**src/rtl/mem_port_arbiter_if.sv**
```systemverilog
// Bundle of the fetch, load/store and backing-memory signals around the shared port arbiter.
// The slave modport is the arbiter's view; master is the view of the core and memory around it.
interface mem_port_arbiter_if #(
  parameter int ADDR_WIDTH = 32,
  parameter int DATA_WIDTH = 32
);
  localparam int MASK_WIDTH = DATA_WIDTH / 8;

  // Instruction-fetch requester
  logic                  i_req;
  logic [ADDR_WIDTH-1:0] i_addr;
  logic                  i_kill;
  logic                  i_valid;
  logic [DATA_WIDTH-1:0] i_rdata;

  // Load/store requester
  logic                  d_req;
  logic                  d_we;
  logic [ADDR_WIDTH-1:0] d_addr;
  logic [DATA_WIDTH-1:0] d_wdata;
  logic [MASK_WIDTH-1:0] d_wmask;
  logic                  d_valid;
  logic [DATA_WIDTH-1:0] d_rdata;

  // Backing memory
  logic                  mem_req;
  logic                  mem_we;
  logic [ADDR_WIDTH-1:0] mem_addr;
  logic [DATA_WIDTH-1:0] mem_wdata;
  logic [MASK_WIDTH-1:0] mem_wmask;
  logic                  mem_ready;
  logic                  mem_rvalid;
  logic [DATA_WIDTH-1:0] mem_rdata;

  modport slave (
    input  i_req, i_addr, i_kill,
    input  d_req, d_we, d_addr, d_wdata, d_wmask,
    input  mem_ready, mem_rvalid, mem_rdata,
    output i_valid, i_rdata, d_valid, d_rdata,
    output mem_req, mem_we, mem_addr, mem_wdata, mem_wmask
  );

  modport master (
    output i_req, i_addr, i_kill,
    output d_req, d_we, d_addr, d_wdata, d_wmask,
    output mem_ready, mem_rvalid, mem_rdata,
    input  i_valid, i_rdata, d_valid, d_rdata,
    input  mem_req, mem_we, mem_addr, mem_wdata, mem_wmask
  );
endinterface

```
**src/rtl/mem_port_arbiter.sv**
```systemverilog
// Shares one memory port between instruction fetch and load/store, data first, with a
// starvation counter that bounds fetch delay; one transaction in flight, all outputs registered.
module mem_port_arbiter #(
  parameter int ADDR_WIDTH   = 32,
  parameter int DATA_WIDTH   = 32,
  parameter int STARVE_LIMIT = 4
) (
  input  logic               clk,
  input  logic               rst,
  mem_port_arbiter_if.slave  bus
);
  localparam int MASK_WIDTH = DATA_WIDTH / 8;
  localparam int CNT_WIDTH  = $clog2(STARVE_LIMIT + 1);
  localparam logic [CNT_WIDTH-1:0] STARVE_MAX = CNT_WIDTH'(STARVE_LIMIT);

  typedef enum logic [2:0] {IDLE, ISSUE_I, ISSUE_D, WAIT_I, WAIT_D, RESP} state_t;

  state_t                state, state_n;
  logic [CNT_WIDTH-1:0]  starve_cnt, starve_n;
  logic                  kill_pend, kill_n;
  logic                  mem_req_q, mem_req_n;
  logic                  mem_we_q, mem_we_n;
  logic [ADDR_WIDTH-1:0] mem_addr_q, mem_addr_n;
  logic [DATA_WIDTH-1:0] mem_wdata_q, mem_wdata_n;
  logic [MASK_WIDTH-1:0] mem_wmask_q, mem_wmask_n;
  logic                  i_valid_q, i_valid_n;
  logic                  d_valid_q, d_valid_n;
  logic [DATA_WIDTH-1:0] i_rdata_q, i_rdata_n;
  logic [DATA_WIDTH-1:0] d_rdata_q, d_rdata_n;

  logic fetch_ok, force_i, take_i, take_d;

  // A starved fetch overrides data priority; otherwise data wins whenever it asks.
  assign fetch_ok = bus.i_req & ~bus.i_kill;
  assign force_i  = fetch_ok && (starve_cnt == STARVE_MAX);
  assign take_d   = bus.d_req && !force_i;
  assign take_i   = fetch_ok && !take_d;

  always_comb begin
    // NOTE: every signal gets a default before the case so no path leaves one unassigned (no latches).
    state_n     = state;
    starve_n    = starve_cnt;
    kill_n      = kill_pend;
    mem_req_n   = mem_req_q;
    mem_we_n    = mem_we_q;
    mem_addr_n  = mem_addr_q;
    mem_wdata_n = mem_wdata_q;
    mem_wmask_n = mem_wmask_q;
    i_valid_n   = 1'b0;
    d_valid_n   = 1'b0;
    i_rdata_n   = i_rdata_q;
    d_rdata_n   = d_rdata_q;

    unique case (state)
      IDLE: begin
        if (take_i) begin
          state_n     = ISSUE_I;
          mem_req_n   = 1'b1;
          mem_we_n    = 1'b0;
          mem_addr_n  = bus.i_addr;
          mem_wdata_n = '0;
          mem_wmask_n = '0;
          starve_n    = '0;
        end else if (take_d) begin
          state_n     = ISSUE_D;
          mem_req_n   = 1'b1;
          mem_we_n    = bus.d_we;
          mem_addr_n  = bus.d_addr;
          mem_wdata_n = bus.d_wdata;
          mem_wmask_n = bus.d_we ? bus.d_wmask : '0;
          if (!fetch_ok)                  starve_n = '0;
          else if (starve_cnt != STARVE_MAX) starve_n = starve_cnt + 1'b1;
        end else begin
          starve_n = '0;
        end
      end
      ISSUE_I: begin
        if (bus.i_kill) kill_n = 1'b1;
        if (bus.mem_ready) begin
          mem_req_n = 1'b0;
          state_n   = WAIT_I;
        end
      end
      ISSUE_D: begin
        if (bus.mem_ready) begin
          mem_req_n = 1'b0;
          state_n   = WAIT_D;
        end
      end
      WAIT_I: begin
        if (bus.i_kill) kill_n = 1'b1;
        if (bus.mem_rvalid) begin
          // Data is still captured for a killed fetch; only the pulse is withheld.
          i_rdata_n = bus.mem_rdata;
          i_valid_n = ~(kill_pend | bus.i_kill);
          kill_n    = 1'b0;
          state_n   = RESP;
        end
      end
      WAIT_D: begin
        if (bus.mem_rvalid) begin
          d_rdata_n = bus.mem_rdata;
          d_valid_n = 1'b1;
          state_n   = RESP;
        end
      end
      RESP:    state_n = IDLE;
      default: state_n = IDLE;
    endcase
  end

  always_ff @(posedge clk) begin
    // NOTE: sequential state uses non-blocking assignment so every register samples pre-edge values.
    if (rst) begin
      state       <= IDLE;
      starve_cnt  <= '0;
      kill_pend   <= 1'b0;
      mem_req_q   <= 1'b0;
      mem_we_q    <= 1'b0;
      mem_addr_q  <= '0;
      mem_wdata_q <= '0;
      mem_wmask_q <= '0;
      i_valid_q   <= 1'b0;
      d_valid_q   <= 1'b0;
      i_rdata_q   <= '0;
      d_rdata_q   <= '0;
    end else begin
      state       <= state_n;
      starve_cnt  <= starve_n;
      kill_pend   <= kill_n;
      mem_req_q   <= mem_req_n;
      mem_we_q    <= mem_we_n;
      mem_addr_q  <= mem_addr_n;
      mem_wdata_q <= mem_wdata_n;
      mem_wmask_q <= mem_wmask_n;
      i_valid_q   <= i_valid_n;
      d_valid_q   <= d_valid_n;
      i_rdata_q   <= i_rdata_n;
      d_rdata_q   <= d_rdata_n;
    end
  end

  assign bus.mem_req   = mem_req_q;
  assign bus.mem_we    = mem_we_q;
  assign bus.mem_addr  = mem_addr_q;
  assign bus.mem_wdata = mem_wdata_q;
  assign bus.mem_wmask = mem_wmask_q;
  assign bus.i_valid   = i_valid_q;
  assign bus.d_valid   = d_valid_q;
  assign bus.i_rdata   = i_rdata_q;
  assign bus.d_rdata   = d_rdata_q;
endmodule

```
**src/flat_wrapper.sv**
```systemverilog
// flat-port wrapper written by rule: the top's interface ports become plain ports
module mem_port_arbiter_flat 
#(
  parameter int ADDR_WIDTH   = 32,
  parameter int DATA_WIDTH   = 32,
  parameter int STARVE_LIMIT = 4
)
  (clk, rst, bus_i_req, bus_i_addr, bus_i_kill, bus_d_req, bus_d_we, bus_d_addr, bus_d_wdata, bus_d_wmask, bus_mem_ready, bus_mem_rvalid, bus_mem_rdata, bus_i_valid, bus_i_rdata, bus_d_valid, bus_d_rdata, bus_mem_req, bus_mem_we, bus_mem_addr, bus_mem_wdata, bus_mem_wmask);
  mem_port_arbiter_if #(.ADDR_WIDTH(ADDR_WIDTH), .DATA_WIDTH(DATA_WIDTH)) bus_i ();
  input  logic clk;
  input  logic rst;
  input wire logic [$bits(bus_i.i_req)-1:0] bus_i_req;
  input wire logic [$bits(bus_i.i_addr)-1:0] bus_i_addr;
  input wire logic [$bits(bus_i.i_kill)-1:0] bus_i_kill;
  input wire logic [$bits(bus_i.d_req)-1:0] bus_d_req;
  input wire logic [$bits(bus_i.d_we)-1:0] bus_d_we;
  input wire logic [$bits(bus_i.d_addr)-1:0] bus_d_addr;
  input wire logic [$bits(bus_i.d_wdata)-1:0] bus_d_wdata;
  input wire logic [$bits(bus_i.d_wmask)-1:0] bus_d_wmask;
  input wire logic [$bits(bus_i.mem_ready)-1:0] bus_mem_ready;
  input wire logic [$bits(bus_i.mem_rvalid)-1:0] bus_mem_rvalid;
  input wire logic [$bits(bus_i.mem_rdata)-1:0] bus_mem_rdata;
  output wire logic [$bits(bus_i.i_valid)-1:0] bus_i_valid;
  output wire logic [$bits(bus_i.i_rdata)-1:0] bus_i_rdata;
  output wire logic [$bits(bus_i.d_valid)-1:0] bus_d_valid;
  output wire logic [$bits(bus_i.d_rdata)-1:0] bus_d_rdata;
  output wire logic [$bits(bus_i.mem_req)-1:0] bus_mem_req;
  output wire logic [$bits(bus_i.mem_we)-1:0] bus_mem_we;
  output wire logic [$bits(bus_i.mem_addr)-1:0] bus_mem_addr;
  output wire logic [$bits(bus_i.mem_wdata)-1:0] bus_mem_wdata;
  output wire logic [$bits(bus_i.mem_wmask)-1:0] bus_mem_wmask;
  assign bus_i.i_req = bus_i_req;
  assign bus_i.i_addr = bus_i_addr;
  assign bus_i.i_kill = bus_i_kill;
  assign bus_i.d_req = bus_d_req;
  assign bus_i.d_we = bus_d_we;
  assign bus_i.d_addr = bus_d_addr;
  assign bus_i.d_wdata = bus_d_wdata;
  assign bus_i.d_wmask = bus_d_wmask;
  assign bus_i.mem_ready = bus_mem_ready;
  assign bus_i.mem_rvalid = bus_mem_rvalid;
  assign bus_i.mem_rdata = bus_mem_rdata;
  assign bus_i_valid = bus_i.i_valid;
  assign bus_i_rdata = bus_i.i_rdata;
  assign bus_d_valid = bus_i.d_valid;
  assign bus_d_rdata = bus_i.d_rdata;
  assign bus_mem_req = bus_i.mem_req;
  assign bus_mem_we = bus_i.mem_we;
  assign bus_mem_addr = bus_i.mem_addr;
  assign bus_mem_wdata = bus_i.mem_wdata;
  assign bus_mem_wmask = bus_i.mem_wmask;
  mem_port_arbiter #(.ADDR_WIDTH(ADDR_WIDTH), .DATA_WIDTH(DATA_WIDTH), .STARVE_LIMIT(STARVE_LIMIT)) u_core (.clk(clk), .rst(rst), .bus(bus_i));
endmodule
```
**config.mk**
```make
export PLATFORM = sky130hd
export DESIGN_NAME = mem_port_arbiter_flat
export DESIGN_NICKNAME = d
export VERILOG_FILES = /design/src/rtl/mem_port_arbiter_if.sv /design/src/rtl/mem_port_arbiter.sv /design/src/flat_wrapper.sv
export SDC_FILE = /design/constraint.sdc
export NUM_CORES = 1
export LEC_CHECK = 0
export BUFFER_PORTS_ARGS = -buffer_cell sky130_fd_sc_hd__buf_2
export CAP_MARGIN = 25
export CORE_AREA = 2 2 78 155
export CTS_BUF_LIST = sky130_fd_sc_hd__clkbuf_16
export DETAILED_ROUTE_END_ITERATION = 12
export DIE_AREA = 0 0 80 157
export MAX_ROUTING_LAYER = met4
export PLACE_DENSITY_LB_ADDON = 0.15
export REMOVE_ABC_BUFFERS = 1
export SLEW_MARGIN = 20
export SYNTH_ARGS = -nofsm -noshare
export SYNTH_HDL_FRONTEND = slang
export SYNTH_SLANG_ARGS = --single-unit
export TNS_END_PERCENT = 1
```
**constraint.sdc**
```tcl
create_clock -name clk -period 2.9 [get_ports clk]
set_input_delay 0.58 -clock clk [delete_from_list [all_inputs] [get_ports clk]]
set_output_delay 0.58 -clock clk [all_outputs]
set_load 0.02 [all_outputs]
```
# [Word level (Yosys, flattened, before mapping)]
# Cells that the tools add are included.
# W data, S select, Z words.
[word_totals] input_bits=140 regBits=143 out_inout_bits=136
[op_classes] n_addsub=1 n_bitwise=7 n_eq_ne=12 reduce_logical=19 mux=27
[ops] op="$mux W32" count=4
[ops] op="$mux W3" count=9
[ops] op="$mux W4" count=3
[ops] op="$pmux W3 S4" count=1
[ops] op="$mux W1" count=8
[ops] op="$reduce_and A2 Y1" count=4
[ops] op="$eq A3 B2 Y1 const B" count=2
[ops] op="$eq A3 B3 Y1 const B" count=2
[ops] op="$reduce_bool A2 Y1" count=3
[ops] op="$reduce_or A2 Y1" count=3
[ops] op="$not A1 Y1" count=5
[ops] op="$ne A2 B1 Y1 const B" count=2
[ops] op="$ne A2 B2 Y1 const B" count=2
[ops] op="$ne A4 B4 Y1 const B" count=1
[ops] op="$pmux W1 S2" count=2
[ops] op="$reduce_and A4 Y1" count=1
[ops] op="$add A3 B1 Y3 const B" count=1
[ops] op="$eq A3 B1 Y1 const B" count=1
[ops] op="$logic_and A1 B1 Y1" count=3
[ops] op="$logic_not A3 Y1" count=1
[ops] op="$ne A3 B1 Y1 const B" count=1
[ops] op="$ne A3 B3 Y1 const B" count=1
[ops] op="$reduce_and A3 Y1" count=1
[ops] op="$reduce_or A3 Y1" count=1
[ops] op="3 further kinds" count=4

# [Longest topological paths before layout]
# Gate-level depths: netlist (run 1).
[logic_depth] word_depth=9 depth_mapped=8

# [Worst setup path after synthesis (run 1)]
# Ideal clock, no wire load.
[synth_path] path_type="register to register" startpoint="register u_core.starve_cnt[0]" endpoint="register u_core.mem_wdata_q[10] (netlist: u_core.bus.mem_wdata[10])" t_required_ns=2.830 t_arrival_ns=1.643 stages_incl_launch_ff=9 setup_slack_ns=1.186 n_path_buf=2 path_cell_list="dfxtp_1 > inv_1 > ha_1 > a21bo_2 > nand2_1 > buf_2 > buf_1 > nand3_1 > a21oi_1"
[synth_via] elab_chain_cells=8
[synth_rtl] element="start: declaration" line_no="mem_port_arbiter.sv:19" source="logic [CNT_WIDTH-1:0] starve_cnt, starve_n;"
[synth_rtl] element="start signal: assignment" line_no="mem_port_arbiter.sv:129" source="starve_cnt <= starve_n;"
[synth_rtl] element="$eq A3 B3 Y1 (*)" line_no="mem_port_arbiter.sv:35" source="assign force_i = fetch_ok && (starve_cnt == STARVE_MAX);"
[synth_rtl] element="$logic_and A1 B1 Y1 (*)" line_no="mem_port_arbiter.sv:35"
[synth_rtl] element="$logic_not A1 Y1 (*)" line_no="mem_port_arbiter.sv:36" source="assign take_d = bus.d_req && !force_i;"
[synth_rtl] element="$logic_and A1 B1 Y1 (*)" line_no="mem_port_arbiter.sv:36"
[synth_rtl] element="$logic_not A1 Y1" line_no="mem_port_arbiter.sv:37" source="assign take_i = fetch_ok && !take_d;"
[synth_rtl] element="$logic_and A1 B1 Y1" line_no="mem_port_arbiter.sv:37"
[synth_rtl] element="$reduce_bool A2 Y1 (no source line)"
[synth_rtl] element="$reduce_and A2 Y1 (no source line)"
[synth_rtl] element="end signal: assignment" line_no="mem_port_arbiter.sv:134" source="mem_wdata_q <= mem_wdata_n;"
[synth_rtl] element="end: declaration" line_no="mem_port_arbiter.sv:24" source="logic [DATA_WIDTH-1:0] mem_wdata_q, mem_wdata_n;"
# Every way passes the cells marked *; elsewhere a longest branch is shown, timed or not.
# A chain may end at the register's enable or synchronous reset.

# [Worst setup path after layout (run 1)]
[layout_path] startpoint="register u_core.state[2]" endpoint="register u_core.mem_addr_q[15] (netlist: u_core.bus.mem_addr[15])"
[layout_via] elab_chain_cells=2
[layout_rtl] element="start: declaration" line_no="mem_port_arbiter.sv:18" source="state_t state, state_n;"
[layout_rtl] element="start signal: assignment" line_no="mem_port_arbiter.sv:128" source="state <= state_n;"
[layout_rtl] element="$logic_not A3 Y1" line_no="mem_port_arbiter.sv:54" source="unique case (state)"
[layout_rtl] element="$reduce_and A2 Y1 (no source line)"
[layout_rtl] element="end signal: assignment" line_no="mem_port_arbiter.sv:133" source="mem_addr_q <= mem_addr_n;"
[layout_rtl] element="end: declaration" line_no="mem_port_arbiter.sv:23" source="logic [ADDR_WIDTH-1:0] mem_addr_q, mem_addr_n;"
# Every way passes these cells.

==> results.tsv, run 1 <==
metric	value	unit
Max-slew headroom	56.4	%
Crit Path Category	register to register	
ANT cells	0	
FILL cells	1011	
FMAX	496	MHz
# nets final	1075	
Die Y	157	um
GRT overflow	0	
post-synthesis sequential area ratio	52.5	%
Setup Viol. Count Final	0	
fin crit share	69.5	%
Die ar.	12600	um2
first-pass GRT wire length	25700	um
Fin. Hold Viols	0	
Synth cell types	34	
Max Cap Viol	0	
crit end category	register	
worst min-delay path startpoint	bus_i_kill	
I/O Buffers	275	
post-route antenna net violation count	0	
Initial Utilization	48.3	%
R2R Setup Slk	0.88	ns
Worst EP required	3.19	ns
setup TNS	0	ns
Max clock buf depth	2	
clock skew	0.00749	ns
synthesized cell area	5450	um2
area share of the largest cell type after synthesis	52.5	%
r2r startpoint	u_core.state[2]	
dominant synthesized flop cell	dfxtp_1	
hpwl dp	12000	um
RSZ-0062 raised after global routing	false	
vias in the first global route	5420	
worst hold stages	2	
Syn Area/Cell	7.99	um2
crit path time final	2.02	ns
H-tree Lvls	4	
clock latency on the worst-skew pair	0.41	ns
Std-Cell Rows	55	
leak pwr	3.43	nW
Arr. time, crit path	2.31	ns
Post-synth ARST share	0	%
clock tree sinks	143	
io pins	276	
CTS Hold Bufs	0	
Synth area leader	dfxtp_1	
Die W	80	um
routability-driven placement congestion ratio	0.829	
P&R area growth vs syn	36.9	%
commonest non-fill, non-tap cell in the layout	buf_2	
status	finished clean	
fin util	66.2	%
CTS tree	yes	
ranking of synthesized cells by area	dfxtp_1 52%, nand2_1 14%, a21oi_1 13%, nand3_1 3.4%, a211oi_1 3.0%	
Ys Warns	0	
drt first-iter violations	226	
Avg WL per Cell	15.6	um
Storage cell area	2860	um2
most frequent cells in the layout	274 x buf_2, 200 x nand2_1, 143 x dfxtp_1	
TritonCTS Buffers	17	
largest net degree at the start of global routing	70	
area of the multi-input gates	2330	um2
PwrDens	698	nW/um2
clock-pin transition on the worst setup and hold timing paths	0.06	ns
Vias	5720	
antenna violations before repair	0	
crit start category	register	
worst r2r dst	u_core.bus.mem_addr[15]	
clock root buffer	clkbuf_16	
CP startpoint	u_core.state[2]	
Post-CTS Setup Inserts	0	
worst min path class	input port to register	
post-synthesis register bit count	143	
cell depth of the worst flop-to-flop path	5	
Max Slew Vio Count	0	
via density per instance	5.26	
DRC violations left	0	
DRT Pass-1 Iters	5	
worst slew pin tran	0.649	ns
Total Wirelength	17000	um
gr usage total	26.8	%
EDFF count, synth	0	
Worst Hold End	u_core.bus.i_valid	
Peak VDD IR	0.501	mV
Core Region	11300	um2
cts repair resizes	0	
fraction of layout cells with a size suffix above 1	35.3	%
CP Max Fanout	51	
Syn Inst Count	683	
metrics by stage:
step	total power (W)	instance area [um2]	hold WS [ns]	setup WS (ns)	cells
floorplan	0.00274	5190	0.398	-0.539	626
global placement	0.00312	6900	0.414	0.847	1056
detailed placement	0.00315	6900	0.422	0.774	1056
CTS	0.00525	7470	0.357	0.940	1088
global route	0.00543	7470	0.381	0.789	1088
finish	0.00521	7470	0.372	0.883	1088
cell usage after synthesis (all sizes together), types with 2 or more instances:
| master | n |
|---|---|
| nor3b | 2 |
| nor2b | 3 |
| buf | 20 |
| nand4 | 4 |
| ha | 2 |
| nand2b | 2 |
| a21oi | 139 |
| nor2 | 38 |
| clkbuf | 37 |
| o21ai | 3 |
| or3 | 2 |
| nor3 | 5 |
| nand2 | 201 |
| inv | 3 |
| a211oi | 32 |
| dfxtp | 143 |
| nand3 | 37 |
critical path, cell delays in order, from the launching register on:
cell and delay, ns:
dfxtp_1 0.41, nor3_1 0.59, o21ai_4 0.32, buf_12 0.27, a21oi_1 0.19, a211oi_2 0.09
power by group:
part           total (W)  switching (W)  internal, W  leakage, nW
combinational   0.000924       0.000591     0.000333         1.99
clock            0.00210       0.000843      0.00126        0.274
sequential       0.00219      0.0000846      0.00210         1.17
total            0.00521        0.00152      0.00370         3.43
kinds of logic after synthesis:
| family | count (synthesis) | share of synthesized area [%] |
|---|---|---|
| AND/OR/NAND/NOR | 298 | 22.4 |
| buffers and inverters | 60 | 5.09 |
| AO/OA/AOI/OAI | 178 | 19.2 |
| XOR/XNOR | 1 | 0.161 |
| adder cells (fa/ha/maj) | 2 | 0.459 |
| multiplexers | 1 | 0.184 |
| flip-flops | 143 | 52.5 |
area by class of cell:
type / instances / area share, %
flip-flops and latches: 143 / 38.3
multi-input cells: 480 / 31.2
repair buffers: 288 / 20.3
clock buffers: 17 / 5.70
well taps: 142 / 2.38
clock inverters: 15 / 1.98
inverters: 3 / 0.151
flip-flops by register name, indices dropped and copies added (netlist names):
name                  cells
u_core.bus.i_rdata       32
u_core.bus.mem_wmask      4
u_core.bus.d_rdata       32
u_core.bus.mem_addr      32
u_core.bus.mem_we         1
u_core.starve_cnt         3
u_core.bus.i_valid        1
u_core.state              3
u_core.bus.mem_wdata     32
u_core.bus.d_valid        1
u_core.bus.mem_req        1
u_core.kill_pend          1
how the worst max path moves through the flow:
stage	endpoint	slack, ns	cells after the start
floorplan	u_core.bus.mem_addr[10]	-0.54	4
global placement	u_core.bus.mem_wdata[6]	0.85	6
detailed placement	u_core.bus.mem_wdata[17]	0.77	6
CTS	u_core.bus.mem_addr[15]	0.94	5
global route	u_core.bus.mem_addr[14]	0.79	5
finish	u_core.bus.mem_addr[15]	0.88	5
routing by layer:
metal | GRT usage [%] | wire (um) | vias to the layer above
li1 | - | - | 2785
met1 | 29.6 | 6360 | 2627
met2 | 45.2 | 8730 | 274
met3 | 6.48 | 1420 | 34
met4 | 12.0 | 471 | 0
met5 | - | 0 | -
Power figures use the tool's default switching activity.
==> run 2: changes to the inputs <==
CORE_AREA = 2 2 85 169   (was 2 2 78 155)
DIE_AREA = 0 0 87 171   (was 0 0 80 157)
clock period = 1.84 ns   (was 2.9 ns; I/O delays follow)
==> run 2 against run 1 <==
Net effect:
- design area grew 2.9%
- global-route usage shrank 5.6 points
- clock-buffer cell count is the same
- critical path type unchanged
- critical endpoint is now u_core.bus.mem_addr[3]
- largest cell class unchanged
- largest power group is now clock
- highest routed layer unchanged
==> results.tsv, run 2 (synthesis gave the netlist of run 1 again) <==
metric	value	unit	change
routability-driven placement congestion ratio	0.818		-1.4%
Max-slew headroom	54.5	%	-1.9 points
cts repair resizes	0		unchanged
Die ar.	14900	um2	+18%
hold slack	0.175	ns	-0.196 ns
GR peak layer	met2		
final worst slack	0.194	ns	-0.689 ns
FMAX	608	MHz	+23%
Die Y	171	um	+8.9%
Initial Utilization	39.9	%	-8.4 points
via density per instance	5.00		-5.0%
clock tree sinks	143		unchanged
vias in the first global route	5172		-4.6%
met2 usage	32.9	%	-12 points
ANT cells	0		unchanged
Vias	5561		-2.8%
P&R area growth vs syn	40.9	%	
CP Max Fanout	41		-20%
CTS Hold Bufs	0		unchanged
R2R Setup Slk	0.19	ns	-0.69 ns
Arr. time, crit path	1.96	ns	-0.35 ns
leak pwr	3.53	nW	+3.0%
TritonCTS Buffers	17		unchanged
Max clock buf depth	2		unchanged
Die W	87	um	+8.8%
clock root buffer	clkbuf_16		
DP Area	7090	um2	+2.8%
Total Wirelength	15800	um	-6.8%
post-route antenna net violation count	0		unchanged
gr usage total	21.2	%	-5.6 points
clock-pin transition on the worst setup and hold timing paths	0.06	ns	about the same
Setup Viol. Count Final	0		unchanged
fin crit share	89.4	%	+20 points
PwrDens	1090	nW/um2	+57%
drt first-iter violations	239		+5.8%
status	finished clean		
clock skew	0.0107	ns	+0.00317 ns
clock latency on the worst-skew pair	0.41	ns	about the same
antenna violations before repair	0		unchanged
GRT overflow	0		unchanged
worst slew pin tran	0.682	ns	+0.0334 ns
FILL cells	1343		+33%
Max Cap Viol	0		unchanged
Max Slew Vio Count	0		unchanged
I/O Buffers	275		unchanged
hpwl dp	10700	um	-11%
DP Worst Slack	0.0896	ns	-0.684 ns
most frequent cells in the layout	274 x buf_2, 200 x nand2_1, 143 x dfxtp_1		
fraction of layout cells with a size suffix above 1	35.9	%	+0.57 points
Core Region	13700	um2	+21%
Worst EP required	2.15	ns	-1.04 ns
# nets final	1085		+0.93%
met1 GRT Util	27.5	%	-2.0 points
Std-Cell Rows	61		+11%
total power	0.00841	W	+61%
H-tree Lvls	4		unchanged
largest net degree at the start of global routing	57		-19%
fin util	56.3	%	-9.9 points
crit end category	register		
Avg WL per Cell	14.2	um	-8.8%
DRT Pass-1 Iters	4		-1
worst min path class	input port to register		
Final Cell Area	7690	um2	+2.9%
Crit Path Category	register to register		
io pins	276		unchanged
first-pass GRT wire length	24900	um	-3.0%
crit path time final	1.65	ns	-0.371 ns
commonest non-fill, non-tap cell in the layout	buf_2		
met3 usage	5.11	%	-1.4 points
CTS tree	yes		
RSZ-0062 raised after global routing	false		
DRC violations left	0		unchanged
Fin. Hold Viols	0		unchanged
crit start category	register		
Post-CTS Setup Inserts	0		unchanged
Peak VDD IR	0.730	mV	+46%
[run 2: changes by cell type in the layout (fill, tap and decap cells not counted), sizes merged]
cell    change
clkinv      -4
bufinv      +1
buf        +10
inv         +3
[run 2: path summary, 6_finish.rpt]
| check | from | endpoint | depth (start not counted) |
|---|---|---|---|
| max reg2reg | u_core.starve_cnt[0] | u_core.bus.mem_addr[3] | 7 |
| min | bus_i_kill | u_core.bus.i_valid | 2 |
| max | u_core.starve_cnt[0] | u_core.bus.mem_addr[3] | 7 |
| min reg2reg | u_core.kill_pend | u_core.bus.i_valid | 1 |
[run 2: where the power goes]
group | switching (W) | internal [W]
logic | 0.000927 | 0.000578
clock network | 0.00136 | 0.00213
registers | 0.000107 | 0.00332
[run 2: area by class of cell]
cell class / count / area, um2 / share of cell area, %
sequential: 143 / 2860 / 37.2
multi-input combinational: 480 / 2330 / 30.3
timing repair buffer: 298 / 1690 / 22.0
clock buffer: 17 / 425 / 5.53
tap: 157 / 196 / 2.56
clock inverter: 15 / 171 / 2.23
inverter: 3 / 11.3 / 0.147
[run 2: layer usage]
| layer | vias up | share of wire [%] |
|---|---|---|
| met4 | 0 | 1.2 |
| li1 | 2812 | - |
| met1 | 2533 | 45 |
| met2 | 204 | 47 |
| met5 | - | 0 |
| met3 | 12 | 7.0 |
[run 2: critical path: stages, from the launching register on]
cell      delay (ns)
dfxtp_1         0.36
inv_1           0.07
ha_1            0.21
a21bo_2         0.25
nand2_2         0.14
buf_12          0.23
nand2_1         0.08
a211oi_1        0.22
[run 2: stage by stage]
step | std cells | setup TNS, ns
after global placement | 1081 | 0
after CTS | 1113 | 0
final | 1113 | 0
after detailed placement | 1081 | 0
after global routing | 1113 | 0
after floorplan | 626 | -92.88
==> run 3: changes to the inputs <==
CTS_BUF_LIST = sky130_fd_sc_hd__clkbuf_4 sky130_fd_sc_hd__clkbuf_8 sky130_fd_sc_hd__clkbuf_16   (was sky130_fd_sc_hd__clkbuf_16)
SLEW_MARGIN = 25   (was 20)
==> run 3 against run 2 <==
Net effect:
- via count grew 0.18%
- register-to-register slack hardly changed
- first-iteration DRC count is 3.3% higher
- die area unchanged
- clock-buffer cell count grew 3
- final cell count is the same
- maximum frequency about the same
- core utilization is 0.082 points higher
- wire length grew 0.14%
- hold slack better by 0.0012 ns
- design area up 0.15%
- clock skew is essentially flat
- critical path type unchanged
- critical endpoint unchanged
==> results.tsv, run 3 (synthesis gave the netlist of run 1 again) <==
metric	value	unit	change
RSZ-0062 raised after global routing	false		
worst min path class	input port to register		
met1 GRT Util	27.6	%	+0.030 points
fin crit share	89.5	%	about the same
Initial Utilization	39.9	%	unchanged
via density per instance	5.01		+0.18%
io pins	276		unchanged
GRT overflow	0		unchanged
met3 usage	5.11	%	unchanged
final worst slack	0.194	ns	-0.000234 ns
clock latency on the worst-skew pair	0.41	ns	about the same
largest net degree at the start of global routing	57		unchanged
worst r2r dst	u_core.bus.mem_addr[3]		
crit end category	register		
PwrDens	1100	nW/um2	+0.62%
clock tree sinks	143		unchanged
fraction of layout cells with a size suffix above 1	36.2	%	+0.31 points
worst hold stages	2		unchanged
Total Wirelength	15900	um	+0.14%
worst min-delay path startpoint	bus_i_kill		
DRC violations left	0		unchanged
Die W	87	um	unchanged
TritonCTS Buffers	17		unchanged
Core Region	13700	um2	unchanged
CTS Hold Bufs	0		unchanged
cell depth of the worst flop-to-flop path	7		unchanged
critical path's slowest cell	dfxtp_1		
ANT cells	0		unchanged
hold slack	0.177	ns	+0.00120 ns
CP Max Fanout	41		unchanged
FMAX	608	MHz	about the same
fin util	56.3	%	+0.082 points
post-route antenna net violation count	0		unchanged
routability-driven placement congestion ratio	0.818		unchanged
DRT Pass-1 Iters	4		unchanged
commonest non-fill, non-tap cell in the layout	buf_2		
clock-pin transition on the worst setup and hold timing paths	0.06	ns	about the same
FILL cells	1344		+0.074%
Arr. time, crit path	1.95	ns	about the same
Fin. Hold Viols	0		unchanged
peak per-stage delay on the critical path	0.36	ns	about the same
vias in the first global route	5173		+0.019%
Max Slew Vio Count	0		unchanged
placed cell count	1081		unchanged
Storage cell area	2860	um2	unchanged
H-tree Lvls	4		unchanged
worst slew pin tran	0.673	ns	-0.00933 ns
R2R Setup Slk	0.19	ns	about the same
Worst Hold End	u_core.bus.i_valid		
area of the multi-input gates	2330	um2	unchanged
gr usage total	21.2	%	about the same
Die ar.	14900	um2	unchanged
CTS tree	yes		
# nets final	1085		unchanged
Vias	5571		+0.18%
crit start category	register		
P&R area growth vs syn	41.1	%	
Std-Cell Rows	61		unchanged
clock root buffer	clkbuf_16		
Die Y	171	um	unchanged
status	finished clean		
setup TNS	0	ns	unchanged
antenna violations before repair	0		unchanged
crit path time final	1.65	ns	+0.000234 ns
Worst path depth	7		unchanged
Worst EP required	2.15	ns	about the same
Max clock buf depth	2		unchanged
first-pass GRT wire length	24900	um	+0.11%
Crit Path Category	register to register		
CP bufs+invs	2		unchanged
Setup Viol. Count Final	0		unchanged
leak pwr	3.53	nW	about the same
met2 usage	32.9	%	+0.033 points
delay-heaviest family, CP	compound AO/OA/AOI/OAI gates		
hpwl dp	10700	um	unchanged
I/O Buffers	275		unchanged
Max Cap Viol	0		unchanged
Post-CTS Setup Inserts	0		unchanged
clock skew	0.0109	ns	+0.000190 ns
r2r startpoint	u_core.starve_cnt[0]		
Max-slew headroom	55.1	%	+0.62 points
cts repair resizes	0		unchanged
Peak VDD IR	0.727	mV	-0.44%
drt first-iter violations	247		+3.3%
Avg WL per Cell	14.2	um	+0.14%
DP Worst Slack	0.0896	ns	unchanged
most frequent cells in the layout	274 x buf_2, 200 x nand2_1, 143 x dfxtp_1		
Finished Layout Cells	1113		unchanged
GR peak layer	met2		
cells along the critical path	inv_1, ha_1, a21bo_2, nand2_2, buf_12, nand2_1, a211oi_1		
## run 3: changes by cell type in the layout (fill, tap and decap cells not counted), sizes merged
cell,change
inv,-3
clkbuf,+3
## run 3: power breakdown
group / total (W) / switching (W) / internal (W)
Clock: 0.00355 / 0.00136 / 0.00219
Combinational: 0.00150 / 0.000927 / 0.000578
Sequential: 0.00342 / 0.000107 / 0.00332
## run 3: worst max-delay path by stage
stage / startpoint / end
detailed placement: bus_i_kill / u_core.bus.mem_addr[20]
global placement: bus_i_kill / u_core.bus.mem_addr[31]
floorplan: bus_i_req / u_core.bus.mem_addr[10]
finish: u_core.starve_cnt[0] / u_core.bus.mem_addr[3]
global route: u_core.starve_cnt[0] / u_core.bus.mem_addr[3]
CTS: u_core.starve_cnt[0] / u_core.bus.mem_addr[3]
## run 3: worst reg2reg max path, delay by kind of cell, from the launching register on
kind | cells | cell delay [ns]
simple gates | 2 | 0.23
compound gates | 2 | 0.47
fa+ha+maj | 1 | 0.21
buf+inv | 2 | 0.30
flops | 1 | 0.36
## run 3: routing by layer
| metal | up-vias | share of wire (%) |
|---|---|---|
| met5 | - | 0 |
| met4 | 0 | 1.1 |
| met3 | 12 | 6.8 |
| met2 | 205 | 47 |
| met1 | 2542 | 45 |
| li1 | 2812 | - |
## run 3: final cells by class
| type | count | share of cell area, % |
|---|---|---|
| clock buffers | 20 | 5.82 |
| clock inverters | 12 | 2.08 |
| inverters | 3 | 0.146 |
| multi-input cells | 480 | 30.3 |
| flip-flops and latches | 143 | 37.2 |
| well taps | 157 | 2.55 |
| repair buffers | 298 | 21.9 |
## run 3: stage by stage
stage               cell area, um2  total power (W)
floorplan                     5190          0.00432
finish                        7700          0.00848
global placement              7090          0.00498
CTS                           7700          0.00856
detailed placement            7090          0.00500
global route                  7700          0.00884
